===== src/rtl/tts_pkg.sv =====
// Shared types and helpers for the truth-table sequencer.
// Optional checker is selected by the TTS_COMPARE_EN macro in the top file.
package tts_pkg;

  // Sweep controller states
  typedef enum logic [1:0] {
    IDLE   = 2'd0,
    DRIVE  = 2'd1,
    SAMPLE = 2'd2,
    DONE   = 2'd3
  } tts_state_e;

  // Settle counter width: covers SETTLE values 0..15
  localparam int TTS_SETTLE_W = 4;

  // Number of vectors (and table bits) for a given input count
  function automatic int tts_depth(input int n_in);
    return 1 << n_in;
  endfunction

endpackage


===== src/rtl/tts_settle_timer.sv =====
// Load / count-down settle counter. expired_o is high once the count
// reaches zero, telling the sweep FSM the vector has been held long enough.
module tts_settle_timer #(
  parameter int W = 4
) (
  input  logic         clk,
  input  logic         rst,
  input  logic         load_i,
  input  logic [W-1:0] load_val_i,
  output logic         expired_o
);

  logic [W-1:0] cnt_q;
  logic [W-1:0] cnt_d;

  // Next count: reload on request, otherwise count down and stop at zero
  always_comb begin
    cnt_d = cnt_q;
    if (load_i) begin
      cnt_d = load_val_i;
    end else if (cnt_q != '0) begin
      cnt_d = cnt_q - 1'b1;
    end
  end

  // Count register
  always_ff @(posedge clk) begin
    if (rst) begin
      cnt_q <= '0;
    end else begin
      cnt_q <= cnt_d;
    end
  end

  assign expired_o = (cnt_q == '0);

endmodule


===== src/rtl/truth_table_sequencer.sv =====
// Truth-table sequencer: sweeps every input vector of a small combinational
// DUT in ascending binary order, holds each for SETTLE+1 cycles, and captures
// the DUT output into table_q. Defining TTS_COMPARE_EN adds a checker that
// counts differences against EXPECTED and reports pass at the end of a sweep;
// without it pass and mismatches are constant zero.
module truth_table_sequencer
  import tts_pkg::*;
#(
  parameter int                         N_IN     = 4,
  parameter int                         SETTLE   = 2,
  parameter logic [tts_depth(N_IN)-1:0] EXPECTED = '0
) (
  input  logic                         clk,
  input  logic                         rst,
  input  logic                         start,
  input  logic                         abort,
  input  logic                         dut_out,
  output logic [N_IN-1:0]              vec,
  output logic                         busy,
  output logic                         done,
  output logic [tts_depth(N_IN)-1:0]   table_q,
  output logic                         pass,
  output logic [N_IN:0]                mismatches
);

  localparam int DEPTH = tts_depth(N_IN);
  // DRIVE lasts SETTLE cycles; the timer reports expiry in the last of them
  localparam logic [TTS_SETTLE_W-1:0] LOAD_VAL =
      (SETTLE > 0) ? TTS_SETTLE_W'(SETTLE - 1) : '0;
  localparam logic [N_IN-1:0] LAST_IDX = N_IN'(DEPTH - 1);
  // With no settle time each vector goes straight to sampling
  localparam tts_state_e FIRST_ST = (SETTLE == 0) ? SAMPLE : DRIVE;

  tts_state_e        state_q;
  logic [N_IN-1:0]   index_q;
  logic [N_IN-1:0]   vec_q;
  logic              busy_q;
  logic              done_q;
  logic [DEPTH-1:0]  tbl_q;
`ifdef TTS_COMPARE_EN
  logic              pass_q;
  logic [N_IN:0]     mism_q;
`endif

  logic tmr_load;
  logic tmr_expired;

  // Reload the settle timer on every edge that enters a fresh vector
  always_comb begin
    tmr_load = 1'b0;
    case (state_q)
      IDLE:    tmr_load = start && !abort;
      SAMPLE:  tmr_load = !abort && (index_q != LAST_IDX);
      default: tmr_load = 1'b0;
    endcase
  end

  tts_settle_timer #(
    .W(TTS_SETTLE_W)
  ) u_settle (
    .clk        (clk),
    .rst        (rst),
    .load_i     (tmr_load),
    .load_val_i (LOAD_VAL),
    .expired_o  (tmr_expired)
  );

  // Sweep FSM with registered outputs
  always_ff @(posedge clk) begin
    if (rst) begin
      state_q <= IDLE;
      index_q <= '0;
      vec_q   <= '0;
      busy_q  <= 1'b0;
      done_q  <= 1'b0;
      tbl_q   <= '0;
`ifdef TTS_COMPARE_EN
      pass_q  <= 1'b0;
      mism_q  <= '0;
`endif
    end else begin
      done_q <= 1'b0;
      case (state_q)
        IDLE: begin
          // abort wins over a simultaneous start
          if (start && !abort) begin
            state_q <= FIRST_ST;
            index_q <= '0;
            vec_q   <= '0;
            busy_q  <= 1'b1;
            tbl_q   <= '0;
`ifdef TTS_COMPARE_EN
            pass_q  <= 1'b0;
            mism_q  <= '0;
`endif
          end
        end

        DRIVE: begin
          if (abort) begin
            state_q <= IDLE;
            index_q <= '0;
            vec_q   <= '0;
            busy_q  <= 1'b0;
          end else if (tmr_expired) begin
            state_q <= SAMPLE;
          end
        end

        SAMPLE: begin
          if (abort) begin
            // Aborted sample is not captured; earlier bits are kept
            state_q <= IDLE;
            index_q <= '0;
            vec_q   <= '0;
            busy_q  <= 1'b0;
          end else begin
            tbl_q[index_q] <= dut_out;
`ifdef TTS_COMPARE_EN
            if (dut_out != EXPECTED[index_q]) begin
              mism_q <= mism_q + 1'b1;
            end
`endif
            if (index_q == LAST_IDX) begin
              state_q <= DONE;
              index_q <= '0;
              vec_q   <= '0;
              busy_q  <= 1'b0;
            end else begin
              state_q <= FIRST_ST;
              index_q <= index_q + 1'b1;
              vec_q   <= index_q + 1'b1;
            end
          end
        end

        DONE: begin
          // Final mismatch count is complete here; publish verdict with done
          state_q <= IDLE;
          done_q  <= 1'b1;
`ifdef TTS_COMPARE_EN
          pass_q  <= (mism_q == '0);
`endif
        end

        default: begin
          state_q <= IDLE;
        end
      endcase
    end
  end

  assign vec     = vec_q;
  assign busy    = busy_q;
  assign done    = done_q;
  assign table_q = tbl_q;
`ifdef TTS_COMPARE_EN
  assign pass       = pass_q;
  assign mismatches = mism_q;
`else
  assign pass       = 1'b0;
  assign mismatches = '0;
`endif

endmodule


===== config.mk =====
export PLATFORM = sky130hd
export DESIGN_NAME = truth_table_sequencer
export DESIGN_NICKNAME = d
export VERILOG_FILES = /design/src/rtl/tts_pkg.sv /design/src/rtl/tts_settle_timer.sv /design/src/rtl/truth_table_sequencer.sv
export SDC_FILE = /design/constraint.sdc
export NUM_CORES = 1
export LEC_CHECK = 0
export ABC_AREA = 1
export CAP_MARGIN = 20
export CORE_ASPECT_RATIO = 1.4
export CORE_UTILIZATION = 52
export DETAILED_ROUTE_END_ITERATION = 10
export HOLD_SLACK_MARGIN = 0.1
export PLACE_DENSITY = 0.9
export SLEW_MARGIN = 40
export SYNTH_ARGS = -nofsm -noshare
export SYNTH_HDL_FRONTEND = slang
export SYNTH_HIERARCHICAL = 1
export SYNTH_SLANG_ARGS = --single-unit

===== constraint.sdc =====
create_clock -name clk -period 2.2 [get_ports clk]
set_clock_uncertainty 0.15 [all_clocks]
set_input_delay 0.22 -clock clk [delete_from_list [all_inputs] [get_ports clk]]
set_output_delay 0.22 -clock clk [all_outputs]
set_load 0.01 [all_outputs]

==> results of run 1 <==
[cells by family (layout without fill, tap and decap cells)]
group / Yosys count / count (layout) / synth area share
flops: 28 / 28 / 0.312
other cells: 2 / 10 / 0.00418
simple gates: 140 / 140 / 0.366
buf+inv: 56 / 75 / 0.157
fa+ha+maj: 9 / 9 / 0.0627
compound gates: 34 / 34 / 0.0976
[area by class of cell]
cell class / count / area (sq um)
Clock inverter: 1 / 30.0
Multi-Input combinational cell: 193 / 982
Sequential cell: 28 / 561
Tap cell: 39 / 48.8
Fill cell: 297 / 1090
Clock buffer: 3 / 41.3
Timing Repair Buffer: 34 / 320
Inverter: 37 / 139
[sequential cells by signal, indices dropped and copies added, names as in the netlist]
signal	count
u_settle/cnt_q	4
busy	1
table_q	16
vec	4
done	1
state_q	2
[power breakdown]
part	internal [mW]	switching [mW]
Sequential	0.552	0.0387
Combinational	0.213	0.402
Clock	0.244	0.176
[routing by layer]
| metal | global-route usage | vias up | share of wire |
|---|---|---|---|
| met1 | 0.262 | 795 | 0.39 |
| met4 | 0.135 | 0 | 0.031 |
| li1 | - | 911 | - |
| met3 | 0.0318 | 15 | 0.048 |
| met2 | 0.431 | 69 | 0.53 |
| met5 | 0 | - | 0 |
[through the flow]
step	power, mW	std cells	setup slack (ps)	utilization	hold slack (ps)
finish	1.63	335	354	0.660	315
global route	1.73	335	155	0.660	341
CTS	1.62	335	367	0.660	319
detailed placement	1.21	331	354	0.638	303
global placement	1.19	331	386	0.638	296
floorplan	1.13	277	359	-	139
[worst max-delay path, delay by kind of cell, from the launching register on]
family                   cells  cell delay (ps)
adder cells (fa/ha/maj)      1              180
buffers and inverters        2              320
flip-flops                   1              350
AND/OR/NAND/NOR              4              590
AO/OA/AOI/OAI                1              140
[cell usage in the layout (no fill, tap or decap)]
cell | Yosys | routed
a21oi_1 | 25 | 25
inv_1 | 33 | 33
conb_1 | 2 | 10
or2_0 | 1 | 1
ha_1 | 9 | 9
bufinv_16 | 0 | 1
nand2_1 | 63 | 63
nor2_1 | 15 | 15
nand2_2 | 2 | 2
dfxtp_1 | 28 | 28
nand2_4 | 2 | 2
nand4_1 | 18 | 18
inv_2 | 4 | 4
buf_4 | 10 | 8
o21bai_1 | 2 | 2
clkbuf_8 | 0 | 3
o21ai_0 | 7 | 7
clkdlybuf4s50_1 | 0 | 26
nand3_2 | 3 | 3
nor3_1 | 2 | 2
nand3_1 | 34 | 34
[worst paths after layout]
path | slack (ps) | end | start | cells past startpoint
setup reg to reg | 350 | table_q[15]$_SDFFE_PP0P_ | state_q[0]$_SDFFE_PP0P_ | 8
hold reg to reg | 310 | table_q[10]$_SDFFE_PP0P_ | table_q[10]$_SDFFE_PP0P_ | 2
hold / removal | 310 | table_q[10]$_SDFFE_PP0P_ | table_q[10]$_SDFFE_PP0P_ | 2
setup / recovery | 350 | table_q[15]$_SDFFE_PP0P_ | state_q[0]$_SDFFE_PP0P_ | 8
==> run_results.csv, run 1 <==
group,metric,value,unit
run_status,status,"finished clean",
layout,diodes,0,
synth,synth_area_per_cell,6.67,sq um
drt,wire_per_inst,11.8,um
setup_path,cpPeakStageDelay,350,ps
setup_path,crit_path_start_kind,"flip-flop",
drt,vias,1790,
clock_network,cts_buffer_depth,2,
sta,slew_viol_final,0,
global_routing,grt_pass1_vias,1699,
synth,synth_most_common_cell,"nand2_1",
power_and_ir_drop,leakage,0.963,nW
power_and_ir_drop,powerDensity,766,nW/um^2
setup_path,critPathCaptureType,"flip-flop",
job,drv_cap,0,
synth,synth_top_area_cell,"dfxtp_1",
sta,max_freq,0.542,GHz
synth,yosysUniqueCellTypes,21,
drt,wl,3960,um
setup_path,crit_chain,"inv_1, ha_1, buf_4, nand2_1, nand2_4, nand3_1, a21oi_1, nor2_1",
setup_path,critical_path.max_fanout,32,
die,dieArea,3690,sq um
power_and_ir_drop,ir_worst_vdd,0.000537,V
synth,synth_seq_cells,28,
layout,drive_gt1_frac,0.0777,
global_routing,grt_pass1_wl,6870,um
die,die_x,51.7,um
synth,yosysWarningCount,6,
placed_design,placed_area,2050,sq um
synth,synthFlopType,"dfxtp_1",
synth,syn_area,1800,sq um
synth,synth_common_cells,"63 x nand2_1, 34 x nand3_1, 33 x inv_1",
placed_design,post-dp-hpwl,2880,um
setup_path,slowest_stage,"dfxtp_1",
hold_path,hp-class,"reg -> reg",
clock_network,cts_resized,0,
die,start_util,0.559,
setup_path,crit_type,"reg -> reg",
drt,dr.pass1.iters,4,
die,die_h,71.5,um
drt,viasPerCell,5.34,
setup_path,critical_path_arrival,1880,ps
global_routing,antenna_found_initial,0,
setup_path,required,2240,ps
sta,hold_viol,0,
global_routing,grt_use_total,0.240,
clock_network,cts_sinks,28,
placed_design,gp_congestion,0.865,
clock_network,clk-insertion-delay-late,280,ps
clock_network,cts_buffers,3,
synth,synthTopCellsByArea,"dfxtp_1 31%, nand2_1 13%, nand3_1 9.5%",
clock_network,h-tree-depth,1,
sta,fin_crit,1850,ps
clock_network,post_cts_buffers,0,
sta,rsz0062_at_grt,"no",
placed_design,io_buffers,26,
layout,syn2layout_area_growth,18.2,%
sta,timing.final.crit_share,0.839,
synth,synth-edff-count,0,
global_routing,grt_overflow,0,
drt,antenna_left,0,
die,io_pins,33,
die,core-area,3210,sq um
clock_network,root_buffer,"clkbuf_8",
synth,async_flop_share,0,
drt,drt-initial-drc-count,70,
clock_network,cts.clk_slew.worst_paths,100,ps
die,rows,24,
clock_network,ctsHoldBuffers,0,
global_routing,grt_start_max_net_pins,33,
synth,ys_seq_area_frac,0.312,
sta,setup_tns,0,ps
sta,setup_viol,0,
layout,final_nets,311,
synth,syn_inst,269,
layout,final_area,2120,sq um
drt,drc,0,
synth,synth_top_area_frac,0.312,
clock_network,cts_tree,"yes",
Power figures use the tool's default switching activity.
==> run 2: changes to the inputs <==
- clock period: 2.2 -> 1.8 ns (I/O delays scaled with it)
==> run 2 against run 1 <==
Net effect:
- clock-buffer cell count stayed put
- final cell count increased by 0.60%
- sequential share of layout area is 0.55 points lower
- clock power is 21% higher
- critical path depth decreased by 6
- hold slack lost 0.88 ps
- routed wire length down 0.73%
- die area unchanged
- global-route usage hardly changed
- combinational power grew 31%
- register-to-register slack worse by 230 ps
- largest power group unchanged
==> run_results.csv, run 2 (same netlist as run 1, synthesis figures left out) <==
group,metric,value,unit
layout,final_nets,313,
die,dieArea,3690,sq um
setup_path,crit_type,"reg -> out",
global_routing,grt_start_max_net_pins,34,
setup_path,reg2reg_to,"u_settle/cnt_q[3]$_SDFFE_PP0P_",
power_and_ir_drop,powerDensity,933,nW/um^2
die,die_x,51.7,um
global_routing,antenna_found_initial,0,
die,die_h,71.5,um
die,io_pins,33,
layout,largest_reg_flops,16,
setup_path,r2r_slack,120,ps
drt,viasPerCell,5.29,
drt,vias,1784,
sta,fin_crit,1720,ps
sta,setup_slack,82.4,ps
setup_path,cp-startpoint,"vec[2]$_SDFFE_PP0P_",
drt,wl,3930,um
hold_path,min_to,"table_q[9]$_SDFFE_PP0P_",
global_routing,grt_use_total,0.241,
clock_network,cts_resized,2,
layout,mostFrequentLayoutCell,"nand2_1",
run_status,status,"finished clean",
clock_network,post_cts_buffers,0,
hold_path,min_from,"table_q[9]$_SDFFE_PP0P_",
hold_path,worstHoldPathCells,2,
drt,wire_per_inst,11.7,um
sta,timing.final.crit_share,0.954,
global_routing,grt_pass1_wl,6870,um
drt,antenna_left,0,
sta,hold_viol,0,
setup_path,reg2reg_depth,8,
clock_network,cts_buffers,3,
layout,syn2layout_area_growth,21.3,%
power_and_ir_drop,leakage,0.979,nW
setup_path,critical_path.max_fanout,8,
placed_design,io_buffers,26,
clock_network,cts_buffer_depth,2,
layout,diodes,0,
power_and_ir_drop,ir_worst_vdd,0.000789,V
clock_network,ctsHoldBuffers,0,
setup_path,r2r_start,"state_q[0]$_SDFFE_PP0P_",
sta,setup_tns,0,ps
die,core-area,3210,sq um
sta,slew_viol_final,0,
setup_path,required,1470,ps
die,rows,24,
placed_design,post-dp-hpwl,2810,um
clock_network,root_buffer,"clkbuf_8",
placed_design,gp_congestion,0.936,
sta,setup_viol,0,
clock_network,cts.clk_slew.worst_paths,100,ps
die,start_util,0.559,
drt,drc,0,
layout,drive_gt1_frac,0.107,
sta,max_freq,0.582,GHz
layout,final_cell_mix,"63 x nand2_1, 34 x nand3_1, 33 x inv_1",
placed_design,dp_slack,17.8,ps
layout,fillers,272,
drt,dr.pass1.iters,4,
hold_path,hp-class,"reg -> reg",
drt,drt-initial-drc-count,51,
setup_path,critPathCaptureType,"output pin",
clock_network,h-tree-depth,1,
clock_network,clk-insertion-delay-late,280,ps
setup_path,crit_path_start_kind,"flip-flop",
global_routing,grt_pass1_vias,1704,
clock_network,cts_sinks,28,
clock_network,cts_tree,"yes",
global_routing,grt_overflow,0,
setup_path,critical_path_arrival,1390,ps
job,drv_cap,0,
==> run 2: routing by layer <==
metal	part of all wire	track usage
met5	0	0
met2	0.52	0.430
met3	0.035	0.0446
met1	0.42	0.257
met4	0.028	0.135
==> run 2: worst max-delay path by stage <==
stage | endpoint | slack, ps | cells past startpoint
floorplan | u_settle/cnt_q[3]$_SDFFE_PP0P_ | 10 | 11
global placement | u_settle/cnt_q[3]$_SDFFE_PP0P_ | 70 | 8
detailed placement | u_settle/cnt_q[3]$_SDFFE_PP0P_ | 20 | 8
CTS | u_settle/cnt_q[1]$_SDFFE_PP0P_ | 50 | 10
global route | vec[1]$_SDFFE_PP0P_ | -30 | 8
finish | vec[2] | 80 | 2
==> run 2: layout make-up <==
cell class	instances	area (sq um)	area share
clock buffer	3	41.3	0.0190
clock inverter	1	30.0	0.0138
inverter	37	141	0.0649
multi-input combinational	193	1000	0.461
sequential	28	563	0.259
tap	39	48.8	0.0224
timing repair buffer	36	348	0.160
==> run 2: power by group <==
| group | switching (mW) | leakage (nW) | internal (mW) |
|---|---|---|---|
| sequential | 0.0440 | 0.228 | 0.675 |
| clock | 0.210 | 0.0357 | 0.298 |
| combinational | 0.507 | 0.716 | 0.297 |
==> run 2: per-stage QoR <==
step                      utilization  hold WS (ps)  cells  area [sq um]  total power [mW]
after floorplan                     -          99.1    277          1830              1.38
after global placement          0.647           295    333          2080              1.47
after detailed placement        0.647           301    333          2080              1.50
after CTS                       0.670           317    337          2150              2.00
after global routing            0.678           334    337          2180              2.20
final                           0.678           314    337          2180              2.03
==> run 2: critical path, stage by stage (launching register included) <==
cell and delay [ps]:
dfxtp_2 400, buf_4 170, clkdlybuf4s50_1 530
